### src/rtl/writeback_stage.sv
// Writeback stage: retires ALU results directly and waits for load data
// (with a bounded timeout) before committing to the register file.
module writeback_stage #(
   parameter int unsigned TIMEOUT_CYCLES = 16
) (
   input  logic        clk,
   input  logic        rst_n,
   input  logic        in_valid,
   output logic        in_ready,
   input  logic        in_wen,
   input  logic [4:0]  in_rd,
   input  logic        in_is_load,
   input  logic [2:0]  in_funct3,
   input  logic [1:0]  in_addr_lo,
   input  logic [31:0] in_result,
   input  logic        mem_rvalid,
   input  logic [31:0] mem_rdata,
   output logic        rd_e,
   output logic [4:0]  rd,
   output logic [31:0] rd_v,
   output logic        pend_valid,
   output logic [4:0]  pend_rd,
   output logic        retired,
   output logic        load_err
);

   localparam int unsigned CNT_W = 8;
   localparam logic [0:0] S_IDLE = 1'b0;
   localparam logic [0:0] S_WAIT = 1'b1;

   localparam logic [2:0] F3_LB  = 3'b000;
   localparam logic [2:0] F3_LH  = 3'b001;
   localparam logic [2:0] F3_LW  = 3'b010;
   localparam logic [2:0] F3_LBU = 3'b100;
   localparam logic [2:0] F3_LHU = 3'b101;

   logic [0:0]       state, state_nxt;
   logic [CNT_W-1:0] cnt, cnt_nxt, cnt_inc;
   logic [4:0]       l_rd, l_rd_nxt;
   logic             l_wen, l_wen_nxt;
   logic [2:0]       l_funct3, l_funct3_nxt;
   logic [1:0]       l_addr_lo, l_addr_lo_nxt;

   logic             rd_e_nxt, retired_nxt, load_err_nxt, pend_valid_nxt;
   logic [4:0]       rd_nxt, pend_rd_nxt;
   logic [31:0]      rd_v_nxt;

   logic             bad_load;
   logic [7:0]       ld_byte;
   logic [15:0]      ld_half;
   logic [31:0]      ld_value;

   assign in_ready = (state == S_IDLE);
   assign cnt_inc  = cnt + CNT_W'(1);

   // Classify an incoming load as misaligned or using an unsupported funct3.
   always_comb begin
      bad_load = 1'b0;
      case (in_funct3)
         F3_LB, F3_LBU: bad_load = 1'b0;
         F3_LH, F3_LHU: bad_load = in_addr_lo[0];
         F3_LW:         bad_load = (in_addr_lo != 2'b00);
         default:       bad_load = 1'b1;
      endcase
   end

   // Pick the addressed byte/halfword from the returned word and extend it.
   always_comb begin
      ld_byte = mem_rdata[7:0];
      case (l_addr_lo)
         2'd0: ld_byte = mem_rdata[7:0];
         2'd1: ld_byte = mem_rdata[15:8];
         2'd2: ld_byte = mem_rdata[23:16];
         2'd3: ld_byte = mem_rdata[31:24];
         default: ld_byte = mem_rdata[7:0];
      endcase
      ld_half = l_addr_lo[1] ? mem_rdata[31:16] : mem_rdata[15:0];
      case (l_funct3)
         F3_LB:   ld_value = {{24{ld_byte[7]}}, ld_byte};
         F3_LH:   ld_value = {{16{ld_half[15]}}, ld_half};
         F3_LBU:  ld_value = {24'd0, ld_byte};
         F3_LHU:  ld_value = {16'd0, ld_half};
         default: ld_value = mem_rdata;
      endcase
   end

   // Next-state and next-output logic; pulses default low, data holds.
   always_comb begin
      state_nxt      = state;
      cnt_nxt        = cnt;
      l_rd_nxt       = l_rd;
      l_wen_nxt      = l_wen;
      l_funct3_nxt   = l_funct3;
      l_addr_lo_nxt  = l_addr_lo;
      rd_e_nxt       = 1'b0;
      rd_nxt         = rd;
      rd_v_nxt       = rd_v;
      pend_valid_nxt = pend_valid;
      pend_rd_nxt    = pend_rd;
      retired_nxt    = 1'b0;
      load_err_nxt   = 1'b0;

      case (state)
         S_IDLE: begin
            if (in_valid) begin
               if (!in_is_load) begin
                  retired_nxt = 1'b1;
                  if (in_wen && (in_rd != 5'd0)) begin
                     rd_e_nxt = 1'b1;
                     rd_nxt   = in_rd;
                     rd_v_nxt = in_result;
                  end
               end else if (bad_load) begin
                  retired_nxt  = 1'b1;
                  load_err_nxt = 1'b1;
               end else begin
                  state_nxt      = S_WAIT;
                  cnt_nxt        = '0;
                  l_rd_nxt       = in_rd;
                  l_wen_nxt      = in_wen;
                  l_funct3_nxt   = in_funct3;
                  l_addr_lo_nxt  = in_addr_lo;
                  pend_valid_nxt = in_wen && (in_rd != 5'd0);
                  pend_rd_nxt    = in_rd;
               end
            end
         end
         S_WAIT: begin
            if (mem_rvalid) begin
               state_nxt      = S_IDLE;
               retired_nxt    = 1'b1;
               pend_valid_nxt = 1'b0;
               pend_rd_nxt    = 5'd0;
               if (l_wen && (l_rd != 5'd0)) begin
                  rd_e_nxt = 1'b1;
                  rd_nxt   = l_rd;
                  rd_v_nxt = ld_value;
               end
            end else begin
               cnt_nxt = cnt_inc;
               if (cnt_inc == CNT_W'(TIMEOUT_CYCLES)) begin
                  state_nxt      = S_IDLE;
                  retired_nxt    = 1'b1;
                  load_err_nxt   = 1'b1;
                  pend_valid_nxt = 1'b0;
                  pend_rd_nxt    = 5'd0;
               end
            end
         end
         default: state_nxt = S_IDLE;
      endcase
   end

   // State, latched load context and registered outputs.
   always_ff @(posedge clk or negedge rst_n) begin
      if (!rst_n) begin
         state      <= S_IDLE;
         cnt        <= '0;
         l_rd       <= 5'd0;
         l_wen      <= 1'b0;
         l_funct3   <= 3'd0;
         l_addr_lo  <= 2'd0;
         rd_e       <= 1'b0;
         rd         <= 5'd0;
         rd_v       <= 32'd0;
         pend_valid <= 1'b0;
         pend_rd    <= 5'd0;
         retired    <= 1'b0;
         load_err   <= 1'b0;
      end else begin
         state      <= state_nxt;
         cnt        <= cnt_nxt;
         l_rd       <= l_rd_nxt;
         l_wen      <= l_wen_nxt;
         l_funct3   <= l_funct3_nxt;
         l_addr_lo  <= l_addr_lo_nxt;
         rd_e       <= rd_e_nxt;
         rd         <= rd_nxt;
         rd_v       <= rd_v_nxt;
         pend_valid <= pend_valid_nxt;
         pend_rd    <= pend_rd_nxt;
         retired    <= retired_nxt;
         load_err   <= load_err_nxt;
      end
   end

endmodule

### config.mk
export PLATFORM = sky130hd
export DESIGN_NAME = writeback_stage
export DESIGN_NICKNAME = d
export VERILOG_FILES = /design/src/rtl/writeback_stage.sv
export SDC_FILE = /design/constraint.sdc
export NUM_CORES = 1
export LEC_CHECK = 0
export ABC_CLOCK_PERIOD_IN_PS = 4400
export BUFFER_PORTS_ARGS = -buffer_cell sky130_fd_sc_hd__buf_2
export CORE_MARGIN = 4
export CORE_UTILIZATION = 50
export DETAILED_ROUTE_END_ITERATION = 12
export PLACE_DENSITY = 0.79
export SLEW_MARGIN = 20
export SYNTH_ARGS = -nofsm -noshare
export SYNTH_HDL_FRONTEND = slang
export SYNTH_SLANG_ARGS = --single-unit
### constraint.sdc
create_clock -name clk -period 4.4 [get_ports clk]
set_input_delay 0.66 -clock clk [delete_from_list [all_inputs] [get_ports clk]]
set_output_delay 0.66 -clock clk [all_outputs]
set_load 0.01 [all_outputs]
==> results.py, run 1 <==
metrics = {
    "status": {
        "status": "complete, no violations",
    },
    "drt": {
        "dr.pass1.iters": 5,
        "antenna_left": 0,
        "drc": 0,
        "vias": 3539,
        "wire_per_inst_microns": 17.5,
        "wl_microns": 10800,
        "drt-initial-drc-count": 220,
        "via_per_inst": 5.76,
    },
    "global_routing": {
        "grtUsageTotal_pct": 24.0,
        "grt_max_degree": 44,
        "antenna_found_initial": 0,
        "grt_pass1_vias": 3448,
        "gr-total-overflow": 0,
        "grt_first_pass_wirelength_microns": 17000,
    },
    "setup_path": {
        "critPathMaxStageDelay_ps": 560,
        "critPathCaptureType": "flop",
        "path_class": "in -> reg",
        "critical_path.startpoint": "in_rd[2]",
        "reg2reg_from": "l_addr_lo[1]",
        "crit_chain": "buf_2 > or4_1 > o21ai_1 > buf_4 > and2_1 > inv_4 > mux2_4",
        "start_kind": "input pin",
        "required_ps": 4630,
        "critPathArrivalTime_ps": 2990,
        "critPathMaxFanout": 23,
        "critPathSlowestCell": "or4_1",
    },
    "logic_synthesis": {
        "synth_ff_type": "dfrtp_1",
        "syn_area_sq_um": 3830,
        "synthMuxAreaShare_pct": 14.2,
        "yosys.area_share.xor_xnor_pct": 0.457,
        "synth_area_per_cell_sq_um": 9.65,
        "synthAdderAreaFrac_pct": 0.653,
        "synth_simple_gate_area_share_pct": 16.7,
        "synth_edf_count": 0,
        "yosys_warnings": 0,
        "synth_compound_area_share_pct": 20.8,
        "synth_cell_types": 54,
        "ys_ff_latch": 66,
        "async_flop_share_pct": 100,
        "syn-num-nets": 479,
        "ys_seq_area_share_pct": 43.1,
        "syn_inst": 397,
        "synth_top_family_by_area": "compound AO/OA/AOI/OAI gates",
    },
    "layout": {
        "final_util_pct": 64.1,
        "antenna_cells": 0,
        "nets": 592,
        "drive_gt1_share_pct": 35.0,
        "stdcell_count": 614,
        "area_growth_pct": 22.7,
    },
    "clock_network": {
        "clock_latency_ps": 350,
        "cts_inserted_buffers": 9,
        "ctsHoldBuffers": 0,
        "path_clk_slew_ps": 80,
        "cts_sinks": 66,
        "tritoncts": "yes",
        "h-tree-depth": 3,
        "clockBufferDepth": 2,
        "root_buffer": "clkbuf_8",
        "post-cts-setup-buffers": 0,
        "cts_resized": 0,
    },
    "placement": {
        "place_hpwl_microns": 7950,
        "place_congestion": 0.834,
        "dpl.cell_count": 598,
        "io_buffers": 126,
    },
    "floorplanning": {
        "die_area_sq_um": 9130,
        "num_rows": 31,
        "num_io_pins": 127,
        "coreArea_sq_um": 7330,
        "initial_utilization_pct": 52.3,
        "die_h_microns": 95.5,
        "die_w_microns": 95.5,
    },
    "sta": {
        "worst_hold_slack_ps": 304,
        "clock_skew_ps": 9.65,
        "rsz0062_at_grt": "false",
        "min_period_ps": 2760,
        "worstMarginPinSlew_ps": 782,
        "period_share_pct": 62.8,
        "drv_slew": 0,
        "fin_tns_setup_ps": 0,
        "final_hold_viol_count": 0,
        "slew_headroom_pct": 47.9,
        "finalSetupViolCount": 0,
        "fmax_ghz": 0.362,
    },
    "pwr": {
        "p_per_area_nw_per_um2": 462,
        "vdd_ir_drop_max_mv": 0.241,
        "p_leak_nw": 2.32,
        "power_mw": 2.17,
    },
    "flow_run": {
        "cap_violations": 0,
    },
    "worst_hold_path": {
        "min_path_type": "in -> async",
    },
}
## metal layers
metal | part of all wire, % | vias to the layer above | track usage [%]
met1 | 44 | 1692 | 33.5
met3 | 7.3 | 11 | 4.34
met5 | 0 | - | 0
li1 | - | 1693 | -
met4 | 0.90 | 0 | 5.69
met2 | 48 | 143 | 39.0
## cell families (layout without fill, tap and decap cells)
logic type	Yosys count	in the layout
flops	66	66
xor+xnor	2	2
fa+ha+maj	2	2
compound gates	106	106
mux	46	46
buf+inv	34	152
simple gates	141	141
## critical path: cells and delay by family
family	cells	cell delay (ps)
AOI/OAI and AO/OA	1	180
muxes	1	360
and+or+nand+nor	2	1110
buffers and inverters	3	670
## path summary, 6_finish.rpt
kind,end,slack (ps),cells past startpoint
min,rd_v[9],300,1
max in group asynchronous,l_funct3[1],3330,2
max,rd_v[18],1640,7
min reg2reg,l_rd[0],500,2
max reg2reg,rd_v[27],1690,4
min in group clk,l_rd[0],500,2
## per-stage QoR
stage | setup WS [ps] | cell area, sq um
after floorplan | 2130 | 3830
after global placement | 1410 | 4490
after detailed placement | 1320 | 4490
after CTS | 1680 | 4690
after global routing | 1510 | 4700
final | 1640 | 4700
## state kept, by name, indices dropped and copies added, names as in the netlist
signal / count
l_addr_lo: 2
pend_rd: 5
l_rd: 5
retired: 1
rd: 5
cnt: 8
l_funct3: 3
l_wen: 1
state: 1
rd_e: 1
rd_v: 32
pend_valid: 1
load_err: 1
## where the power goes
group	internal, mW	switching, mW	total [mW]
clock	0.277	0.255	0.532
combinational	0.351	0.353	0.703
sequential	0.774	0.160	0.934
total	1.40	0.768	2.17
## layout make-up
type / instances / area [sq um]
fillers: 607 / 2630
inverters: 5 / 21.3
well taps: 99 / 124
repair buffers: 131 / 671
clock inverters: 6 / 66.3
clock buffers: 10 / 138
flip-flops and latches: 66 / 1650
multi-input cells: 297 / 2030
## Yosys cell counts, drive strengths merged (5+ instances only)
| cell | n | area, sq um |
|---|---|---|
| dfrtp | 66 | 1650 |
| nand2 | 63 | 236 |
| nor2 | 29 | 109 |
| mux2i | 27 | 270 |
| clkbuf | 22 | 82.6 |
| nand3 | 19 | 95.1 |
| mux2 | 18 | 251 |
| a31oi | 16 | 100 |
| o21ai | 14 | 70.1 |
| a221oi | 9 | 78.8 |
| nor2b | 9 | 56.3 |
| o22ai | 9 | 56.3 |
| o31ai | 9 | 67.6 |
| a22o | 8 | 70.1 |
| o221ai | 8 | 76.3 |
| a2bb2oi | 7 | 61.3 |
| buf | 7 | 51.3 |
| a21o | 6 | 45.0 |
| a22oi | 6 | 45.0 |
| a21oi | 5 | 25.0 |
## cell usage in the layout, fill, tap and decap left out, types with 9 or more instances in the layout
cell type / count
buf_2: 125
a31oi_1: 16
o21ai_0: 13
dfrtp_1: 64
o31ai_1: 9
a221oi_1: 9
mux2_4: 13
mux2i_1: 27
clkbuf_8: 10
nand3_1: 19
nand2_1: 63
o22ai_1: 9
nor2_1: 29
(Power assumes the default switching activity.)
==> inputs of run 2 (changes only) <==
--- a/config.mk
+++ b/config.mk
@@ -5,12 +5,13 @@
 export SDC_FILE = /design/constraint.sdc
 export NUM_CORES = 1
 export LEC_CHECK = 0
-export ABC_CLOCK_PERIOD_IN_PS = 4400
+export ABC_AREA = 1
+export ABC_CLOCK_PERIOD_IN_PS = 2400
 export BUFFER_PORTS_ARGS = -buffer_cell sky130_fd_sc_hd__buf_2
 export CORE_MARGIN = 4
-export CORE_UTILIZATION = 50
+export CORE_UTILIZATION = 46
 export DETAILED_ROUTE_END_ITERATION = 12
-export PLACE_DENSITY = 0.79
+export PLACE_DENSITY = 0.77
 export SLEW_MARGIN = 20
 export SYNTH_ARGS = -nofsm -noshare
 export SYNTH_HDL_FRONTEND = slang
==> constraint.sdc (replaced) <==
create_clock -name clk -period 2.4 [get_ports clk]
set_input_delay 0.36 -clock clk [delete_from_list [all_inputs] [get_ports clk]]
set_output_delay 0.36 -clock clk [all_outputs]
set_load 0.01 [all_outputs]
==> results.py, run 2 <==
metrics = {
    "clock_network": {
        "root_buffer": "clkbuf_8",
        "cts_inserted_buffers": 9,
        "tritoncts": "yes",
        "ctsHoldBuffers": 0,
        "cts_resized": 0,
        "path_clk_slew_ps": 70,
        "cts_sinks": 66,
        "clock_latency_ps": 350,
        "clockBufferDepth": 2,
        "post-cts-setup-buffers": 0,
        "h-tree-depth": 3,
    },
    "layout": {
        "area_growth_pct": 25.7,
        "seqCellArea_sq_um": 1650,
        "nets": 687,
        "final_cell_mix": "nand2_1, buf_2, dfrtp_1, inv_1",
        "antenna_cells": 0,
        "drive_gt1_share_pct": 26.6,
        "reg_top3": "rd_v: 32 flops, cnt: 8 flops",
        "final_common_cell": "nand2_1",
        "fill_cells": 702,
        "multiInputGateArea_sq_um": 1720,
        "largest_reg_flops": 32,
        "regMostFlops": "rd_v",
    },
    "global_routing": {
        "antenna_found_initial": 2,
        "grtUsageTotal_pct": 23.0,
        "grt_max_degree": 47,
        "grt_first_pass_wirelength_microns": 18000,
        "gr-total-overflow": 0,
        "grt_pass1_vias": 3705,
    },
    "logic_synthesis": {
        "yosys_warnings": 0,
        "yosys.area_share.xor_xnor_pct": 0.719,
        "synth_top_area_share_pct": 45.2,
        "synth_cell_types": 30,
        "synth_compound_area_share_pct": 17.2,
        "syn_inst": 488,
        "synthTopCellsByArea": "dfrtp_1, nand2_1, o211ai_1",
        "synth_largest_area_cell": "dfrtp_1",
        "syn_area_sq_um": 3650,
        "synth_simple_gate_area_share_pct": 28.5,
        "yosysMostFrequentCell": "nand2_1",
        "synth_area_per_cell_sq_um": 7.48,
        "ys_seq_area_share_pct": 45.2,
        "synth_ff_type": "dfrtp_1",
        "post_synth_most_frequent_cells": "nand2_1, dfrtp_1, inv_1",
        "async_flop_share_pct": 100,
        "ys_ff_latch": 66,
        "synthAdderAreaFrac_pct": 0.685,
        "syn-num-nets": 570,
        "synthMuxAreaShare_pct": 0,
        "synth_edf_count": 0,
        "synth_top_family_by_area": "simple AND/OR/NAND/NOR gates",
    },
    "floorplanning": {
        "num_io_pins": 127,
        "die_h_microns": 97.1,
        "coreArea_sq_um": 7730,
        "initial_utilization_pct": 47.3,
        "num_rows": 32,
        "die_w_microns": 97.1,
        "die_area_sq_um": 9430,
    },
    "pwr": {
        "p_leak_nw": 2.46,
        "p_per_area_nw_per_um2": 972,
        "vdd_ir_drop_max_mv": 0.492,
    },
    "flow_run": {
        "cap_violations": 0,
    },
    "placement": {
        "io_buffers": 126,
        "place_congestion": 0.930,
        "preCtsSetupSlack_ps": 422,
        "place_hpwl_microns": 7800,
    },
    "sta": {
        "fmax_ghz": 0.500,
        "final_hold_viol_count": 0,
        "fin_ws_ps": 401,
        "fin_tns_setup_ps": 0,
        "slew_headroom_pct": 53.7,
        "min_period_ps": 2000,
        "finalSetupViolCount": 0,
        "drv_slew": 0,
        "worstMarginPinSlew_ps": 693,
        "clock_skew_ps": 8.13,
        "rsz0062_at_grt": "false",
        "period_share_pct": 83.3,
    },
    "worst_hold_path": {
        "min_path_type": "in -> async",
    },
    "drt": {
        "wl_microns": 10500,
        "via_per_inst": 5.28,
        "dr.pass1.iters": 4,
        "antenna_left": 0,
        "vias": 3761,
        "wire_per_inst_microns": 14.7,
        "drt-initial-drc-count": 272,
        "drc": 0,
    },
    "setup_path": {
        "critPathCaptureType": "flop",
        "crit_chain": "inv_2 > nand2_2 > nand3_1 > nand3_2 > o211ai_1 > o211ai_1 > nand2_1",
        "cp.buffers_inverters": 1,
        "reg2reg_from": "l_addr_lo[1]",
        "start_kind": "flop",
        "critPathMaxFanout": 24,
        "critPathMaxStageDelay_ps": 670,
        "r2r_slack_ps": 400,
        "crit_family": "simple AND/OR/NAND/NOR gates",
        "cpMostUsedCell": "o211ai_1",
        "critPathArrivalTime_ps": 2230,
        "path_class": "reg -> reg",
        "reg2reg_to": "rd_v[14]",
        "required_ps": 2630,
        "ff2ff_path_depth": 7,
        "critPathSlowestCell": "dfrtp_1",
    },
    "status": {
        "status": "complete, no violations",
    },
}
## run 2: changes by cell type after synthesis, sizes merged, moves of 10 or more
cell and change:
buf +13, inv +34, mux2i -27, mux2 -18, nand3 +14, o21ai +10, o211ai +23, clkbuf -15
a21oi +25, a31oi -11, nand2 +109
## run 2: per-layer routing
metal,wire (microns),global-route usage (%)
met5,20,0
met3,835,6.46
met2,5130,37.6
met1,4410,30.0
met4,100,6.26
## run 2: worst max-delay path by stage
stage | cells after the start | slack (ps) | to | from
CTS | 7 | 410 | rd_v[14] | l_addr_lo[1]
global placement | 7 | 460 | rd_v[14] | l_addr_lo[1]
detailed placement | 7 | 420 | rd_v[14] | l_addr_lo[1]
global route | 7 | 220 | rd_v[14] | l_addr_lo[1]
floorplan | 9 | 880 | pend_rd[0] | cnt[0]
finish | 7 | 400 | rd_v[14] | l_addr_lo[1]
## run 2: report_power, final
| group | switching, mW | internal (mW) | total [mW] |
|---|---|---|---|
| registers | 0.264 | 1.47 | 1.74 |
| logic | 0.946 | 0.596 | 1.54 |
| clock network | 0.437 | 0.748 | 1.18 |
## run 2: cell families after synthesis
| kind of cell | count (synthesis) |
|---|---|
| simple gates | 252 |
| compound gates | 100 |
| flops | 66 |
| buf+inv | 65 |
| xor+xnor | 3 |
| fa+ha+maj | 2 |
## run 2: cell type report
cell class	count	area share, %
Timing Repair Buffer	133	15.2
Clock inverter	4	2.13
Tap cell	102	2.78
Multi-Input combinational cell	357	37.5
Clock buffer	12	3.38
Sequential cell	66	36.0
Inverter	38	3.11
## run 2: stage by stage
stage	utilization [%]	hold WS (ps)	cell area (sq um)	cells	power (mW)
6_report	59.4	26.0	4590	712	4.46
3_5_place_dp	56.1	407	4340	696	3.30
3_3_place_gp	56.1	400	4340	696	3.25
2_1_floorplan	-	64.4	3650	488	2.69
5_1_grt	59.4	67.5	4590	712	4.80
4_1_cts	59.4	29.1	4590	712	4.50
==> inputs of run 3 (changes only) <==
--- a/config.mk
+++ b/config.mk
@@ -6,7 +6,7 @@
 export NUM_CORES = 1
 export LEC_CHECK = 0
 export ABC_AREA = 1
-export ABC_CLOCK_PERIOD_IN_PS = 2400
+export ABC_CLOCK_PERIOD_IN_PS = 1800
 export BUFFER_PORTS_ARGS = -buffer_cell sky130_fd_sc_hd__buf_2
 export CORE_MARGIN = 4
 export CORE_UTILIZATION = 46
==> constraint.sdc (replaced) <==
create_clock -name clk -period 1.8 [get_ports clk]
set_input_delay 0.27 -clock clk [delete_from_list [all_inputs] [get_ports clk]]
set_output_delay 0.27 -clock clk [all_outputs]
set_load 0.01 [all_outputs]
==> results.py, run 3 (same netlist as run 2, synthesis figures left out) <==
metrics = {
    "status": {
        "status": "complete, no violations",
    },
    "clock_network": {
        "cts_sinks": 66,
        "cts_inserted_buffers": 9,
        "root_buffer": "clkbuf_8",
        "h-tree-depth": 3,
        "path_clk_slew_ps": 80,
        "clock_latency_ps": 350,
        "clockBufferDepth": 2,
        "tritoncts": "yes",
    },
    "sta": {
        "slew_headroom_pct": 72.6,
        "rsz0062_at_grt": "true",
        "worst_hold_slack_ps": 157,
        "drv_slew": 0,
        "clock_skew_ps": 10.6,
        "worstMarginPinSlew_ps": 411,
        "period_share_pct": 95.1,
        "finalSetupViolCount": 0,
        "fmax_ghz": 0.584,
        "final_hold_viol_count": 0,
        "fin_tns_setup_ps": 0,
        "min_period_ps": 1710,
        "fin_ws_ps": 88.7,
    },
    "setup_path": {
        "start_kind": "flop",
        "critPathCaptureType": "primary output",
        "path_class": "reg -> out",
        "critPathMaxFanout": 31,
        "cp.buffers_inverters": 3,
        "critPathArrivalTime_ps": 1440,
        "critPathSlowestCell": "dfrtp_1",
        "reg2reg_from": "l_addr_lo[1]",
        "critical_path.startpoint": "state",
        "crit_family": "buffers and inverters",
        "critPathMaxStageDelay_ps": 480,
        "crit_chain": "inv_2 > buf_8 > buf_2",
        "required_ps": 1530,
    },
    "layout": {
        "nets": 692,
        "antenna_cells": 0,
        "reg_top3": "rd_v: 32 flops, cnt: 8 flops",
        "regMostFlops": "rd_v",
        "drive_gt1_share_pct": 28.0,
        "largest_reg_flops": 32,
        "final_util_pct": 59.9,
        "fill_cells": 718,
        "final_cell_mix": "nand2_1, buf_2, dfrtp_1, inv_1",
        "area_growth_pct": 26.8,
        "final_common_cell": "nand2_1",
    },
    "global_routing": {
        "grt_first_pass_wirelength_microns": 17600,
        "antenna_found_initial": 1,
        "grtUsageTotal_pct": 22.5,
        "grt_max_degree": 67,
        "gr-total-overflow": 0,
        "grt_pass1_vias": 3679,
    },
    "pwr": {
        "power_mw": 5.76,
        "comb_power_share_pct": 37.3,
        "power.internal_mw": 3.54,
        "p_per_area_nw_per_um2": 1240,
        "p_sw_share_pct": 38.7,
        "vdd_ir_drop_max_mv": 0.711,
        "p_clk_share_pct": 22.3,
        "p_leak_nw": 2.47,
        "p_switching_mw": 2.23,
        "seqPwrFrac_pct": 40.4,
    },
    "drt": {
        "antenna_left": 0,
        "via_per_inst": 5.29,
        "drt-initial-drc-count": 207,
        "drc": 0,
        "dr.pass1.iters": 4,
        "wl_microns": 10600,
        "wire_per_inst_microns": 14.8,
        "vias": 3790,
    },
    "flow_run": {
        "cap_violations": 0,
    },
    "floorplanning": {
        "coreArea_sq_um": 7730,
        "die_h_microns": 97.1,
        "die_area_sq_um": 9430,
        "initial_utilization_pct": 47.3,
        "num_rows": 32,
        "die_w_microns": 97.1,
        "num_io_pins": 127,
    },
    "placement": {
        "place_hpwl_microns": 7860,
        "io_buffers": 126,
        "place_congestion": 0.896,
        "preCtsSetupSlack_ps": 73.3,
    },
    "worst_hold_path": {
        "min_path_type": "in -> reg",
        "holdCritStartpoint": "in_result[8]",
    },
}
## run 3: cell count changes in the layout (fill, tap and decap cells not counted), sizes merged
cell,before,now
dlygate4sd3,0,1
clkbuf,12,11
clkinv,0,2
buf,133,137
bufinv,3,1
## run 3: final cells by class
class / count / area, sq um / share of cell area [%]
clock inverters: 4 / 51.3 / 1.11
well taps: 102 / 128 / 2.76
inverters: 38 / 145 / 3.13
clock buffers: 11 / 151 / 3.27
multi-input cells: 357 / 1740 / 37.7
repair buffers: 138 / 756 / 16.3
flip-flops and latches: 66 / 1660 / 35.7
## run 3: worst register-to-register path, cell delays in order (launching register included)
cell and delay [ps]:
dfrtp_1 510, inv_2 150, nand2_2 110, nand3_1 150
nand3_4 250, nand3_1 170, o211ai_1 130, nand2_1 70
## run 3: metrics by stage
step / instance area, sq um / std cells
2_1_floorplan: 3650 / 488
3_3_place_gp: 4370 / 699
3_5_place_dp: 4370 / 699
4_1_cts: 4590 / 715
5_1_grt: 4630 / 716
6_report: 4630 / 716
## run 3: final timing paths
| path | to | slack (ps) | depth (start not counted) |
|---|---|---|---|
| max in group asynchronous | cnt[2] | 1040 | 3 |
| worst max-delay path | in_ready | 90 | 3 |
| min in group asynchronous | rd_v[18] | 460 | 3 |
| worst max register to register | rd_v[12] | 140 | 7 |
| worst min-delay path | rd_v[8] | 160 | 3 |
| worst min register to register | pend_rd[1] | 480 | 2 |
## run 3: repair_timing
item / in CTS / in global routing
setup buffers: 0 / 1
gates resized for setup: 2 / 11
setup endpoints to repair: 1 / 39
hold buffers: 1 / 0
endpoints found under the hold margin: 66 / 0
## run 3: layer usage
layer / GRT usage, % / routed length [microns]
met3: 5.67 / 814
met1: 28.4 / 4370
met2: 37.6 / 5160
met4: 7.67 / 209
met5: 0 / 12
## run 3: power by group through the flow
| stage | clock network, mW | registers [mW] | logic (mW) |
|---|---|---|---|
| after global routing | 1.37 | 2.39 | 2.42 |
| after floorplan | 0 | 2.45 | 1.14 |
| after CTS | 1.31 | 2.31 | 2.12 |
| after detailed placement | 0 | 2.33 | 2.11 |
| after global placement | 0 | 2.31 | 2.06 |
| final | 1.29 | 2.33 | 2.15 |
